--- config.mk ---
export PLATFORM = sky130hd
export DESIGN_NAME = serial_add_ctrl
export DESIGN_NICKNAME = d
export VERILOG_FILES = /design/src/rtl/serial_add_ctrl_pkg.sv /design/src/rtl/full_adder_cell.sv /design/src/rtl/serial_add_ctrl.sv
export SDC_FILE = /design/constraint.sdc
export NUM_CORES = 1
export LEC_CHECK = 0
export ABC_AREA = 1
export ABC_CLOCK_PERIOD_IN_PS = 1200
export CAP_MARGIN = 20
export CORE_ASPECT_RATIO = 0.7
export CORE_MARGIN = 2
export CORE_UTILIZATION = 41
export CTS_CLUSTER_DIAMETER = 60
export DETAILED_ROUTE_END_ITERATION = 16
export PLACE_DENSITY = 0.7
export SLEW_MARGIN = 0
export SYNTH_ARGS = -nofsm -noshare
export SYNTH_HDL_FRONTEND = slang
export SYNTH_SLANG_ARGS = --single-unit
--- constraint.sdc ---
create_clock -name clk -period 1.2 [get_ports clk]
set_clock_uncertainty 0.15 [all_clocks]
set_input_delay 0.24 -clock clk [delete_from_list [all_inputs] [get_ports clk]]
set_output_delay 0.24 -clock clk [all_outputs]
set_load 0.005 [all_outputs]
--- src/rtl/serial_add_ctrl_pkg.sv ---
// Shared definitions for the bit-serial adder controller: FSM state encoding
// and the legal operand-width range.
package serial_add_defs;

    typedef enum logic [1:0] {
        ST_IDLE = 2'd0,
        ST_RUN  = 2'd1,
        ST_DONE = 2'd2
    } state_e;

    localparam int WIDTH_MIN = 1;
    localparam int WIDTH_MAX = 32;

endpackage

--- src/rtl/full_adder_cell.sv ---
// One-bit full adder made of two half-adder xor/and pairs and an or that merges
// their carries; this is the shared cell the controller sequences.
module full_adder_cell (
    input  logic x,
    input  logic y,
    input  logic cin,
    output logic sum,
    output logic carry
);

    logic ha0_sum;
    logic ha0_carry;
    logic ha1_carry;

    assign ha0_sum   = x ^ y;
    assign ha0_carry = x & y;
    assign sum       = ha0_sum ^ cin;
    assign ha1_carry = ha0_sum & cin;
    assign carry     = ha0_carry | ha1_carry;

endmodule

--- src/rtl/serial_add_ctrl.sv ---
// Bit-serial adder controller: loads two operands on start, feeds them LSB-first
// through a single full_adder_cell for WIDTH cycles, then pulses done.
module serial_add_ctrl
    import serial_add_defs::*;
#(
    parameter int WIDTH = 8
) (
    input  logic             clk,
    input  logic             rst_n,
    input  logic             start,
    input  logic [WIDTH-1:0] a,
    input  logic [WIDTH-1:0] b,
    output logic             busy,
    output logic             done,
    output logic [WIDTH-1:0] sum,
    output logic             cout,
    output logic [1:0]       dbg_state
);

    localparam int CNT_W = (WIDTH > 1) ? $clog2(WIDTH) : 1;
    localparam logic [CNT_W-1:0] CNT_LAST = CNT_W'(WIDTH - 1);

    if (WIDTH < WIDTH_MIN || WIDTH > WIDTH_MAX) begin : g_bad_width
        $error("serial_add_ctrl: WIDTH out of legal range 1..32");
    end

    state_e             state_q, state_d;
    logic [WIDTH-1:0]   a_sr_q, a_sr_d;
    logic [WIDTH-1:0]   b_sr_q, b_sr_d;
    logic [WIDTH-1:0]   sum_sr_q, sum_sr_d;
    logic               carry_q, carry_d;
    logic [CNT_W-1:0]   cnt_q, cnt_d;
    logic               fa_sum;
    logic               fa_carry;

    full_adder_cell u_fa (
        .x     (a_sr_q[0]),
        .y     (b_sr_q[0]),
        .cin   (carry_q),
        .sum   (fa_sum),
        .carry (fa_carry)
    );

    always_ff @(posedge clk or negedge rst_n) begin
        if (!rst_n) begin
            state_q  <= ST_IDLE;
            a_sr_q   <= '0;
            b_sr_q   <= '0;
            sum_sr_q <= '0;
            carry_q  <= 1'b0;
            cnt_q    <= '0;
        end else begin
            state_q  <= state_d;
            a_sr_q   <= a_sr_d;
            b_sr_q   <= b_sr_d;
            sum_sr_q <= sum_sr_d;
            carry_q  <= carry_d;
            cnt_q    <= cnt_d;
        end
    end

    // sum_sr is not cleared on accept: every RUN cycle shifts a fresh bit in,
    // so after WIDTH cycles the old result has been fully replaced.
    always_comb begin
        state_d  = state_q;
        a_sr_d   = a_sr_q;
        b_sr_d   = b_sr_q;
        sum_sr_d = sum_sr_q;
        carry_d  = carry_q;
        cnt_d    = cnt_q;
        case (state_q)
            ST_IDLE: begin
                if (start) begin
                    a_sr_d  = a;
                    b_sr_d  = b;
                    carry_d = 1'b0;
                    cnt_d   = '0;
                    state_d = ST_RUN;
                end
            end
            ST_RUN: begin
                a_sr_d   = a_sr_q >> 1;
                b_sr_d   = b_sr_q >> 1;
                sum_sr_d = (sum_sr_q >> 1) | (WIDTH'(fa_sum) << (WIDTH - 1));
                carry_d  = fa_carry;
                cnt_d    = cnt_q + CNT_W'(1);
                if (cnt_q == CNT_LAST) begin
                    state_d = ST_DONE;
                end
            end
            ST_DONE: begin
                state_d = ST_IDLE;
            end
            default: begin
                state_d = ST_IDLE;
            end
        endcase
    end

    assign busy      = (state_q != ST_IDLE);
    assign done      = (state_q == ST_DONE);
    assign sum       = sum_sr_q;
    assign cout      = carry_q;
    assign dbg_state = state_q;

endmodule
==> results_dict.tcl <==
set metrics [dict create \
    status "finished, violations left" \
    violations "negative setup slack" \
    post-route-drc-count 0 \
    htree_levels 2 \
    grt_pass1_wl_um 6258 \
    clock_latency_ns 0.28 \
    crit_required_ns 1.28 \
    initial_core_util_pct 44.37 \
    intPower_mw 3.737 \
    cp-start-kind "flop" \
    drv_cap 0 \
    finalHoldViolCount 0 \
    ant_nets 0 \
    cp_max_fo 9 \
    finalWorstSetupSlack_ns -0.2881 \
    routed_wl_um 3960 \
    netlist_area_um2 1444 \
    routed_via_density 4.693 \
    place_area_um2 1991 \
    num_io_pins 32 \
    die_area_um2 4020 \
    synth.top_cell.area_share_pct 51.99 \
    cts.sinks 30 \
    port_buffers 31 \
    relSlewSlack_pct 85.70 \
    final_util_pct 73.78 \
    tightest_slew_ns 0.2138 \
    p_leak_nw 1.293 \
    dp_hpwl_um 2083 \
    critPathKind "flop to flop" \
    avgSynthCellArea_um2 7.721 \
    vias 1422 \
    syn_to_final_growth_pct 66.29 \
    cts-buffers-inserted 5 \
    wl_per_cell_um 13.07 \
    core_um2 3254 \
    synthTopCellsByCount "nand2_1, inv_1, dfrtp_1" \
    p_sw_mw 2.298 \
    antenna_cells 0 \
    post-synth-top-count-cell "nand2_1" \
    first_pass_iters 6 \
    path_clk_slew_ns 0.07 \
    ys_top_cells_by_area "dfrtp_1, nand2_1, inv_1" \
    num-nets-final 277 \
    syn_inst 187 \
    fin_crit_sh_pct 124.0 \
    hp-class "input port to asynchronous set/reset pin" \
    cp-end-kind "flop" \
    clockPowerShare_pct 16.8 \
    place_congestion 0.7371 \
    p_comb_share_pct 54.2 \
    fillers 241 \
    drive_gt1_share_pct 34.77 \
    synth_ff_type "dfrtp_1" \
    first_global_vias 1360 \
    seq_power_share_pct 29.0 \
    final_cell_area_um2 2401 \
    die_w_um 74.93 \
    cts-root-buf "clkbuf_8" \
    cellPowerDensity_nw_per_um2 2514 \
    critPathArrivalTime_ns 1.57 \
    grt_start_max_net_pins 31 \
    rsz0062_at_grt "yes" \
    rows 17 \
    fmax_mhz 672.0 \
    synthArstFlopShare_pct 100.0 \
    pre_cts_slack_ns -0.2865 \
    synth.largest_area_cell "dfrtp_1" \
    yosysWarnings 0 \
    grt.total_usage_pct 21.64 \
    peakVddDrop_mv 1.130 \
    setup_viol 35 \
    switching_share_pct 38.08 \
    cts_tree "done" \
    synth.distinct_cells 16 \
    drt-initial-drc-count 94 \
    instances_no_fill 303 \
    slew_viol_final 0 \
    clockBufferDepth 2 \
    grt_overflow 0 \
    die_h_um 53.65 \
    dpl.cell_count 278 \
    min_period_ns 1.488 \
    synth_seq_cells 30 \
    syn-num-nets 209 \
    ys_seq_area_share_pct 51.99 \
    grt_antenna_before_repair 0 \
    synth_edf_count 0 \
]
-- area by class of cell --
class	instances	area [um^2]	share of cell area [%]
sequential	30	753.2	31.37
multi-input combinational	115	673.1	28.04
timing repair buffer	66	660.6	27.51
inverter	37	146.4	6.097
clock buffer	5	68.82	2.866
tap	47	58.81	2.449
clock inverter	3	40.04	1.668
-- kinds of logic (layout without fill, tap and decap cells) --
kind of cell / count (synthesis) / in the layout / synth area share, %
AOI/OAI and AO/OA: 13 / 13 / 4.766
and+or+nand+nor: 98 / 99 / 28.08
buffers and inverters: 43 / 111 / 12.04
adders and majority gates: 3 / 3 / 3.119
DFF: 30 / 30 / 51.99
-- path summary, 6_finish.rpt --
check,startpoint,end,slack [ns],cells after the start
worst min register to register,b_sr_q[1],b_sr_q[1],0.33,2
worst max register to register,dbg_state[0],a_sr_q[0],-0.29,7
max in group asynchronous,rst_n,dbg_state[1],0.56,2
min in group clk,b_sr_q[1],b_sr_q[1],0.33,2
worst max-delay path,dbg_state[0],a_sr_q[0],-0.29,7
worst min-delay path,rst_n,a_sr_q[6],0.16,2
-- power by group through the flow --
stage,clock network [mW],logic (mW),registers [mW]
after detailed placement,0,2.40,1.77
after global routing,1.06,3.62,1.80
after CTS,1.02,2.94,1.73
after global placement,0,2.34,1.76
after floorplan,0,1.31,1.75
final,1.01,3.27,1.75
-- metal layers --
layer / up-vias / GRT usage (%) / routed length [um]
met1: 688 / 28.74 / 1863
li1: 695 / - / -
met4: 0 / 7.143 / 34
met5: - / 0 / 0
met2: 37 / 35.23 / 1913
met3: 2 / 5.056 / 148
-- per-stage QoR --
step	TNS (ns)	power (mW)	hold slack [ns]
detailed placement	-6.570	4.170	0.3168
global route	-9.537	6.478	0.1724
finish	-7.907	6.036	0.1607
global placement	-6.306	4.098	0.3129
floorplan	-0.01363	3.057	-0.2056
CTS	-6.739	5.689	0.1629
-- worst max-delay path, cell delays in order, from the launching register on --
cell and delay (ns):
dfrtp_2 0.42, buf_6 0.13, buf_6 0.11, buf_6 0.13
o21ai_4 0.19, clkbuf_16 0.20, nand2_1 0.05, nand2_1 0.06
-- state kept, by name, summed over array words and instances (netlist names) --
register   flops
cout           1
dbg_state      2
sum            8
cnt_q          3
b_sr_q         8
a_sr_q         8
-- repair_timing --
item / CTS / global route
hold endpoints to repair: 0 / 0
hold buffers: 0 / 0
setup buffers: 13 / 3
pin swaps: 5 / 6
setup endpoints to repair: 40 / 40
resized for setup: 91 / 16
cloned: 3 / 1
-- placed cells by master, fill, tap and decap left out, types with 2 or more instances in the layout --
cell type	n
o21ai_0	2
nand3_1	4
nor2_4	4
nand3_2	12
buf_12	3
o21ai_1	5
buf_2	11
nor2_1	2
clkbuf_8	5
clkinv_2	2
nand2_2	6
o21ai_2	2
ha_1	2
o21ai_4	2
inv_1	35
buf_16	2
nand2_8	2
buf_6	12
clkdlybuf4s50_1	18
dfrtp_2	2
buf_4	18
dfrtp_1	28
nand2_1	69
Note: power is estimated with default switching activity, not from simulation.
